[config.mk]
export PLATFORM = sky130hd
export DESIGN_NAME = rs_syndrome_ctrl
export DESIGN_NICKNAME = d
export VERILOG_FILES = /design/src/rtl/rs_syndrome_ctrl.sv
export SDC_FILE = /design/constraint.sdc
export NUM_CORES = 1
export LEC_CHECK = 0
export CORE_MARGIN = 3
export CORE_UTILIZATION = 41
export DETAILED_ROUTE_END_ITERATION = 6
export GPL_ROUTABILITY_DRIVEN = 0
export MAX_ROUTING_LAYER = met4
export PLACE_DENSITY = 0.68
export SYNTH_ARGS = -nofsm -noshare
export SYNTH_HDL_FRONTEND = slang
export SYNTH_SLANG_ARGS = --single-unit
[constraint.sdc]
create_clock -name sys_clk -period 2.1 [get_ports sys_clk]
set_clock_uncertainty 0.05 [all_clocks]
set_input_delay 0.315 -clock sys_clk [delete_from_list [all_inputs] [get_ports sys_clk]]
set_output_delay 0.315 -clock sys_clk [all_outputs]
set_load 0.05 [all_outputs]
[src/rtl/rs_syndrome_ctrl.sv]
// Reed-Solomon GF(2^4) syndrome calculator: Horner-evaluates S1..S4 = r(alpha^j)
// over one codeword, then holds the result until the consumer takes it.
module rs_syndrome_ctrl #(
  parameter int N = 15
) (
  input  logic       sys_clk,
  input  logic       sys_rst,
  input  logic       sink_valid,
  output logic       sink_ready,
  input  logic [3:0] sink_data,
  input  logic       sink_last,
  output logic       source_valid,
  input  logic       source_ready,
  output logic [3:0] s1,
  output logic [3:0] s2,
  output logic [3:0] s3,
  output logic [3:0] s4,
  output logic       source_nonzero,
  output logic       source_framing_err
);

  typedef enum logic {RUN = 1'b0, OUT = 1'b1} state_e;

  localparam logic [3:0] LAST_CNT = 4'(N - 1);

  state_e     state_q, state_d;
  logic [3:0] s1_q, s2_q, s3_q, s4_q;
  logic [3:0] s1_d, s2_d, s3_d, s4_d;
  logic [3:0] cnt_q, cnt_d;
  logic       ferr_q, ferr_d;
  logic       accept;
  logic       cw_end;

  // Multiply by alpha under x^4+x+1: shift, fold the carry back in as x+1.
  function automatic logic [3:0] mul_a1(input logic [3:0] x);
    return {x[2:0], 1'b0} ^ (x[3] ? 4'h3 : 4'h0);
  endfunction

  function automatic logic [3:0] mul_a2(input logic [3:0] x);
    return mul_a1(mul_a1(x));
  endfunction

  function automatic logic [3:0] mul_a3(input logic [3:0] x);
    return mul_a1(mul_a2(x));
  endfunction

  function automatic logic [3:0] mul_a4(input logic [3:0] x);
    return mul_a2(mul_a2(x));
  endfunction

  assign accept = sink_valid && (state_q == RUN);
  assign cw_end = accept && (sink_last || (cnt_q == LAST_CNT));

  always_ff @(posedge sys_clk) begin
    if (sys_rst) begin
      state_q <= RUN;
    end else begin
      state_q <= state_d;
    end
  end

  always_comb begin
    state_d = state_q;
    case (state_q)
      RUN:     if (cw_end) state_d = OUT;
      OUT:     if (source_ready) state_d = RUN;
      default: state_d = RUN;
    endcase
  end

  always_comb begin
    sink_ready   = (state_q == RUN) && !sys_rst;
    source_valid = (state_q == OUT) && !sys_rst;
  end

  always_comb begin
    s1_d   = s1_q;
    s2_d   = s2_q;
    s3_d   = s3_q;
    s4_d   = s4_q;
    cnt_d  = cnt_q;
    ferr_d = ferr_q;
    if (accept) begin
      s1_d  = mul_a1(s1_q) ^ sink_data;
      s2_d  = mul_a2(s2_q) ^ sink_data;
      s3_d  = mul_a3(s3_q) ^ sink_data;
      s4_d  = mul_a4(s4_q) ^ sink_data;
      cnt_d = cnt_q + 4'd1;
      // Length is wrong whenever "last" and "counter full" disagree.
      if (cw_end) ferr_d = sink_last ^ (cnt_q == LAST_CNT);
    end else if ((state_q == OUT) && source_ready) begin
      s1_d   = 4'h0;
      s2_d   = 4'h0;
      s3_d   = 4'h0;
      s4_d   = 4'h0;
      cnt_d  = 4'h0;
      ferr_d = 1'b0;
    end
  end

  always_ff @(posedge sys_clk) begin
    if (sys_rst) begin
      s1_q   <= 4'h0;
      s2_q   <= 4'h0;
      s3_q   <= 4'h0;
      s4_q   <= 4'h0;
      cnt_q  <= 4'h0;
      ferr_q <= 1'b0;
    end else begin
      s1_q   <= s1_d;
      s2_q   <= s2_d;
      s3_q   <= s3_d;
      s4_q   <= s4_d;
      cnt_q  <= cnt_d;
      ferr_q <= ferr_d;
    end
  end

  assign s1                 = s1_q;
  assign s2                 = s2_q;
  assign s3                 = s3_q;
  assign s4                 = s4_q;
  assign source_nonzero     = |{s1_q, s2_q, s3_q, s4_q};
  assign source_framing_err = ferr_q;

endmodule

# After elaboration in Yosys (flattened, before gate mapping)
# Cells that the tools add are included.
# word_totals
register_bits,22
latchBits,0
mem_bits_rw,0
rom_bits,0
inputBits,9
output_inout_bits,20
wordCells,58
mem_count,0
# classes
add_sub_neg,1
mul,0
n_div,0
magnitude_cmp,0
n_eq_ne,2
shifts,0
n_mux,22
n_bitwise,16
reduce_logical,10
# ops
cell,count
4-bit by 2-bit bitwise XOR with 4-bit output,10
4-bit 2-to-1 mux,6
2-bit 2-to-1 mux,10
16-bit OR reduction,1
4-bit bitwise XOR,4
1-bit logical AND,5
1-bit 2-to-1 mux,5
4-bit by 1-bit adder with 4-bit output (second input constant),1
4-bit == test (second input constant),1
2-bit by 1-bit inequality test with 1-bit output (second input constant),1
1-bit one-hot mux with 2 select lines,1
2-bit AND reduction,1
2-bit nonzero test,1
1-bit logical NOT,1
1-bit logical OR,1
1-bit inverter,1
1-bit bitwise XOR,1

# Longest topological paths before layout
# Gate-level depths: netlist (run 1).
# depth
word_depth,10
mapped_depth,7
depth_no_buf,7

# Least setup slack after synthesis (run 1)
# Ideal clock, no wire load.
# synth_timing
kind,register to output
startpoint,reg s4_q[3] (netlist: s4[3])
endpoint,out source_nonzero
arrival_time_ns,1.537
setup_slack_ns,0.198
path_stages_with_launch,5
n_path_buf,0
path_cell_list,dfxtp_1 > inv_1 > ha_1 > nor4b_1 > nand4_1
# synth_between
elab_chain_cells,1
# synth_rtl
item,line,text
"start, declared",27,"logic [3:0] s1_q, s2_q, s3_q, s4_q;"
"start signal, assigned",106,s4_q <= 4'h0;
"start signal, assigned",113,s4_q <= s4_d;
16-bit OR reduction,123,"assign source_nonzero = |{s1_q, s2_q, s3_q, s4_q};"
"end, declared",18,"output logic source_nonzero,"
# Every way passes these cells.

# Final worst setup path (run 1)
# layout_timing
startpoint,reg s1_q[3] (netlist: s1[3])
endpoint,out s1[3]
# layout_rtl
item,line,text
"start, declared",27,
"start signal, assigned",103,s1_q <= 4'h0;
"start signal, assigned",110,s1_q <= s1_d;
"end, declared",14,"output logic [3:0] s1,"
# No word-level cell between the ends.

==> flow_summary.toml, run 1 <==
[final_layout]
n_fill_cell = 256
final_cells = 196
n_antenna_cell = 0
seq_area_sq_um = 440
areaGrowthSynthToFinish_pct = 31.3
drive_gt1_share_pct = 7.83
multiInputGateArea_sq_um = 657
final_util_pct = 59.2
nets = 182

[synthesis]
synthFlopType = "dfxtp_1"
yosysUniqueCellTypes = 29
synth_edf_count = 0
yosysWarnings = 0
synthTopCellsByArea = "dfxtp_1 (37%), nor2_1 (8.0%), xor2_1 (7.4%), a22oi_1 (7.0%), xnor2_1 (6.7%)"
yosysTopAreaCell = "dfxtp_1"
synth_cells = 138
syn_area_per_cell_sq_um = 8.53
yosys-top-cells-count = "nor2_1 (25), dfxtp_1 (22), a22oi_1 (11), nand2_1 (11), xor2_1 (10)"
synth-async-reset-ratio_pct = 0
syn_nets = 153
yosysSeqAreaShare_pct = 37.4
syn_area_sq_um = 1180
yosysMostFrequentCell = "nor2_1"
yosysTopAreaCellShare_pct = 37.4
ys_ff_latch = 22

[placement]
numPortBuffers = 28
dp_hpwl_um = 1880
dp.cells = 192

[grt]
grt.total_usage_pct = 16.8
overflow = 0
grt_pass1_wl_um = 4460
antenna_found_initial = 0
grt_pass1_vias = 1003
grt_max_degree = 23

[critical_path]
start_kind = "flip-flop"
critPathRequiredTime_ns = 1.74
path_buf_inv = 1
worstSetupEndpointType = "primary output"
critical_path.top_delay_family = "buffers and inverters"
crit_slowest_cell = "clkdlybuf4s50_1"
critical_path.cell_chain = "clkdlybuf4s50_1"
crit_path_max_fanout = 5
arrival_ns = 1.64
path_class = "reg -> out"
max_stage_delay_ns = 0.85

[floorplan]
start_util_pct = 45.1
die_area_sq_um = 3550
ioPinCount = 29
die-width_um = 59.6
rows = 18
die_y_um = 59.6
coreArea_sq_um = 2610

[hold_path]
hp-class = "reg -> reg"

[sta]
setup_viol = 0
report.final.hold_viol_count = 0
fmax_mhz = 500
tightest_slew_ns = 0.500
rsz0062_at_grt = "false"
fin_crit_ns = 2.00
fin_setup_tns_ns = 0
slew_violations = 0
hold_ws_ns = 0.453
timing.final.crit_share_pct = 95.3
relSlewSlack_pct = 66.6

[drt]
firstDrtPassIters = 4
vias_per_cell = 5.35
remaining_drc_errors = 0
ant_nets = 0
vias = 1048
first_iter_violations = 26
wl_per_cell_um = 13.1
wl_um = 2580

[job]
drv_cap = 0

[power_and_ir_drop]
peakVddDrop_uv = 542
p_per_area_nw_per_um2 = 813
power_mw = 1.26
p_leak_nw = 0.611

[clock_tree]
clockBufferDepth = 2
ctsHoldBuffers = 0
cts_max_level = 1
cts.sinks = 22
cts_buffers = 3
cts_tree = "built"
cts_root_buffer = "clkbuf_4"
cts_resized = 0
clk_latency_ns = 0.32
path_clk_slew_ns = 0.14
post_cts_buffers = 0

[run_status]
status = "completed"
power by group:
part / internal (mW) / switching [mW]
sequential: 0.453 / 0.0458
combinational: 0.174 / 0.252
clock: 0.193 / 0.140
total: 0.820 / 0.438
layout by cell type, fill, tap and decap left out, types with 2 or more instances in the layout:
cell type	netlist	final
a21oi_1	7	7
nand4_1	2	2
inv_1	9	9
nor2_1	25	25
xnor2_1	9	9
nor3_1	2	2
xor2_1	10	10
a22oi_1	11	11
dfxtp_1	22	22
o21ba_2	2	2
a311oi_1	2	2
buf_4	1	2
nand3_1	3	3
nand2_1	11	11
clkdlybuf4s50_1	0	25
buf_12	0	3
nor2b_1	2	2
ha_1	6	6
clkbuf_4	0	3
final cells by class:
class                   count  area share, %
clock inverters             1           1.94
multi-input cells         101           42.5
flip-flops and latches     22           28.5
inverters                   9           2.18
repair buffers             30           21.0
clock buffers               3           1.46
well taps                  30           2.43
kinds of logic after synthesis:
group	Yosys count	share of synthesized area [%]
XOR/XNOR	19	14.1
adder cells (fa/ha/maj)	6	6.38
multiplexers	1	0.956
AO/OA/AOI/OAI	25	15.7
AND/OR/NAND/NOR	50	18.6
flip-flops	22	37.4
buffers and inverters	15	6.80
registers in the layout, indices dropped and copies added (netlist names):
| name | flops |
|---|---|
| s2 | 4 |
| s4 | 4 |
| cnt_q | 4 |
| state_q | 1 |
| s1 | 4 |
| source_framing_err | 1 |
| s3 | 4 |
path summary, 6_finish.rpt:
path,start,to,slack (ns),cells past startpoint
min reg2reg,source_framing_err$_SDFFE_PP0P_,source_framing_err$_SDFFE_PP0P_,0.45,2
min,source_framing_err$_SDFFE_PP0P_,source_framing_err$_SDFFE_PP0P_,0.45,2
max,s1[3]$_SDFFE_PP0P_,s1[3],0.1,1
max reg2reg,state_q$_SDFF_PP0_,s3[3]$_SDFFE_PP0P_,0.59,5
stage by stage:
step                      worst slack, ns  instance area [sq um]
final                              0.0989                   1550
after global routing               0.0274                   1550
after CTS                          0.0666                   1550
after detailed placement            0.198                   1490
after global placement              0.233                   1490
after floorplan                     0.198                   1180
layer usage:
layer	part of all wire (%)	vias to the layer above	GRT usage, %
met4	0	0	3.16
met1	44	488	20.7
met2	49	40	27.5
met5	0	-	-
met3	7.1	0	4.79
li1	-	520	-
Power figures use the tool's default switching activity.
==> run 2, diff against run 1 <==
- CAP_MARGIN: unset -> 20
- REMOVE_ABC_BUFFERS: unset -> 1
- clock period: 2.1 -> 1.9 ns (I/O delays scaled with it)
==> flow_summary.toml, run 2 (synthesis gave the netlist of run 1 again) <==
[power_and_ir_drop]
peakVddDrop_uv = 638
power_mw = 1.24
p_per_area_nw_per_um2 = 821
p_leak_nw = 0.672

[grt]
antenna_found_initial = 0
grt.total_usage_pct = 18.2
grt_pass1_wl_um = 4770
grt_max_degree = 23
grt_pass1_vias = 1101
overflow = 0

[sta]
timing.final.crit_share_pct = 96.2
relSlewSlack_pct = 66.3
hold_ws_ns = 0.458
setup_viol = 0
fin_crit_ns = 1.83
rsz0062_at_grt = "false"
fmax_mhz = 547
report.final.hold_viol_count = 0
fin_setup_tns_ns = 0
slew_violations = 0
setup_slack_ns = 0.0726
tightest_slew_ns = 0.504

[placement]
dp_hpwl_um = 2110
place_ws_ns = 0.0192
numPortBuffers = 28
dp.cells = 194

[drt]
remaining_drc_errors = 0
first_iter_violations = 38
firstDrtPassIters = 4
wl_per_cell_um = 14.6
ant_nets = 0
vias = 1070
vias_per_cell = 5.43
wl_um = 2880

[critical_path]
crit_slowest_cell = "clkdlybuf4s50_1"
r2r_slack_ns = 0.37
critPathRequiredTime_ns = 1.56
arrival_ns = 1.49
critical_path.top_delay_family = "buffers and inverters"
r2r_start = "state_q$_SDFF_PP0_"
r2r_cells = 5
start_kind = "flip-flop"
path_buf_inv = 1
crit_path_max_fanout = 3
path_class = "reg -> out"
critical_path.cell_chain = "clkdlybuf4s50_1"
worstSetupEndpointType = "primary output"
r2r_end = "s4[2]$_SDFFE_PP0P_"
max_stage_delay_ns = 0.81

[clock_tree]
ctsHoldBuffers = 0
cts_resized = 4
clockBufferDepth = 2
clk_latency_ns = 0.30
cts_buffers = 3
cts_tree = "built"
post_cts_buffers = 0
path_clk_slew_ns = 0.11
cts_max_level = 1
cts.sinks = 22
cts_root_buffer = "clkbuf_4"

[hold_path]
min-delay-start = "cnt_q[2]$_SDFFE_PP0P_"
hp-class = "reg -> reg"
hold-path-cell-count = 2
holdPathEnd = "cnt_q[2]$_SDFFE_PP0P_"

[final_layout]
final_cells = 197
final_common_cell = "nor2_1"
nets = 184
drive_gt1_share_pct = 15.0
areaGrowthSynthToFinish_pct = 28.6
mostFrequentLayoutCells = "nor2_1 (25), dfxtp_1 (22), buf_4 (14)"
n_antenna_cell = 0

[floorplan]
die_area_sq_um = 3550
ioPinCount = 29
die-width_um = 59.6
die_y_um = 59.6
start_util_pct = 45.1
rows = 18
coreArea_sq_um = 2610

[job]
drv_cap = 0

[run_status]
status = "completed"
[run 2: report_power, final]
group | switching (mW) | total [mW] | internal, mW
clock network | 0.137 | 0.211 | 0.0741
registers | 0.0520 | 0.553 | 0.501
logic | 0.292 | 0.479 | 0.187
[run 2: worst max path at each step]
stage                        from            endpoint  slack, ns  depth (start not counted)
4_1_cts        s2[3]$_SDFFE_PP0P_               s2[3]      0.009                          1
3_3_place_gp           sink_valid  s4[2]$_SDFFE_PP0P_       0.07                          6
2_1_floorplan  s4[3]$_SDFFE_PP0P_      source_nonzero       0.03                          4
3_5_place_dp           sink_valid  s4[2]$_SDFFE_PP0P_       0.02                          6
6_report       s4[2]$_SDFFE_PP0P_               s4[2]       0.07                          1
5_1_grt        s4[1]$_SDFFE_PP0P_      source_nonzero      0.008                          3
[run 2: worst reg2reg max path: cells and delay by family, from the launching register on]
kind / cells / cell delay, ns
AND/OR/NAND/NOR: 2 / 0.43
buffers and inverters: 1 / 0.30
AO/OA/AOI/OAI: 2 / 0.32
flip-flops: 1 / 0.39
[run 2: routing by layer]
| metal | vias to the layer above | track usage [%] | wire, um |
|---|---|---|---|
| li1 | 520 | - | - |
| met1 | 518 | 20.4 | 1300 |
| met2 | 30 | 32.8 | 1420 |
| met3 | 2 | 2.61 | 124 |
| met4 | 0 | 6.01 | 26 |
| met5 | - | - | 0 |
[run 2: layout make-up]
cell class / count / area (sq um)
inverter: 9 / 33.8
fill: 268 / 1100
timing repair buffer: 32 / 317
sequential: 22 / 440
tap: 30 / 37.5
clock buffer: 3 / 22.5
multi-input combinational: 101 / 663
[run 2: per-stage QoR]
step                area (sq um)  utilization, %
floorplan                   1130               -
global route                1510            58.0
detailed placement          1480            56.8
CTS                         1510            57.8
global placement            1480            56.8
finish                      1510            58.0
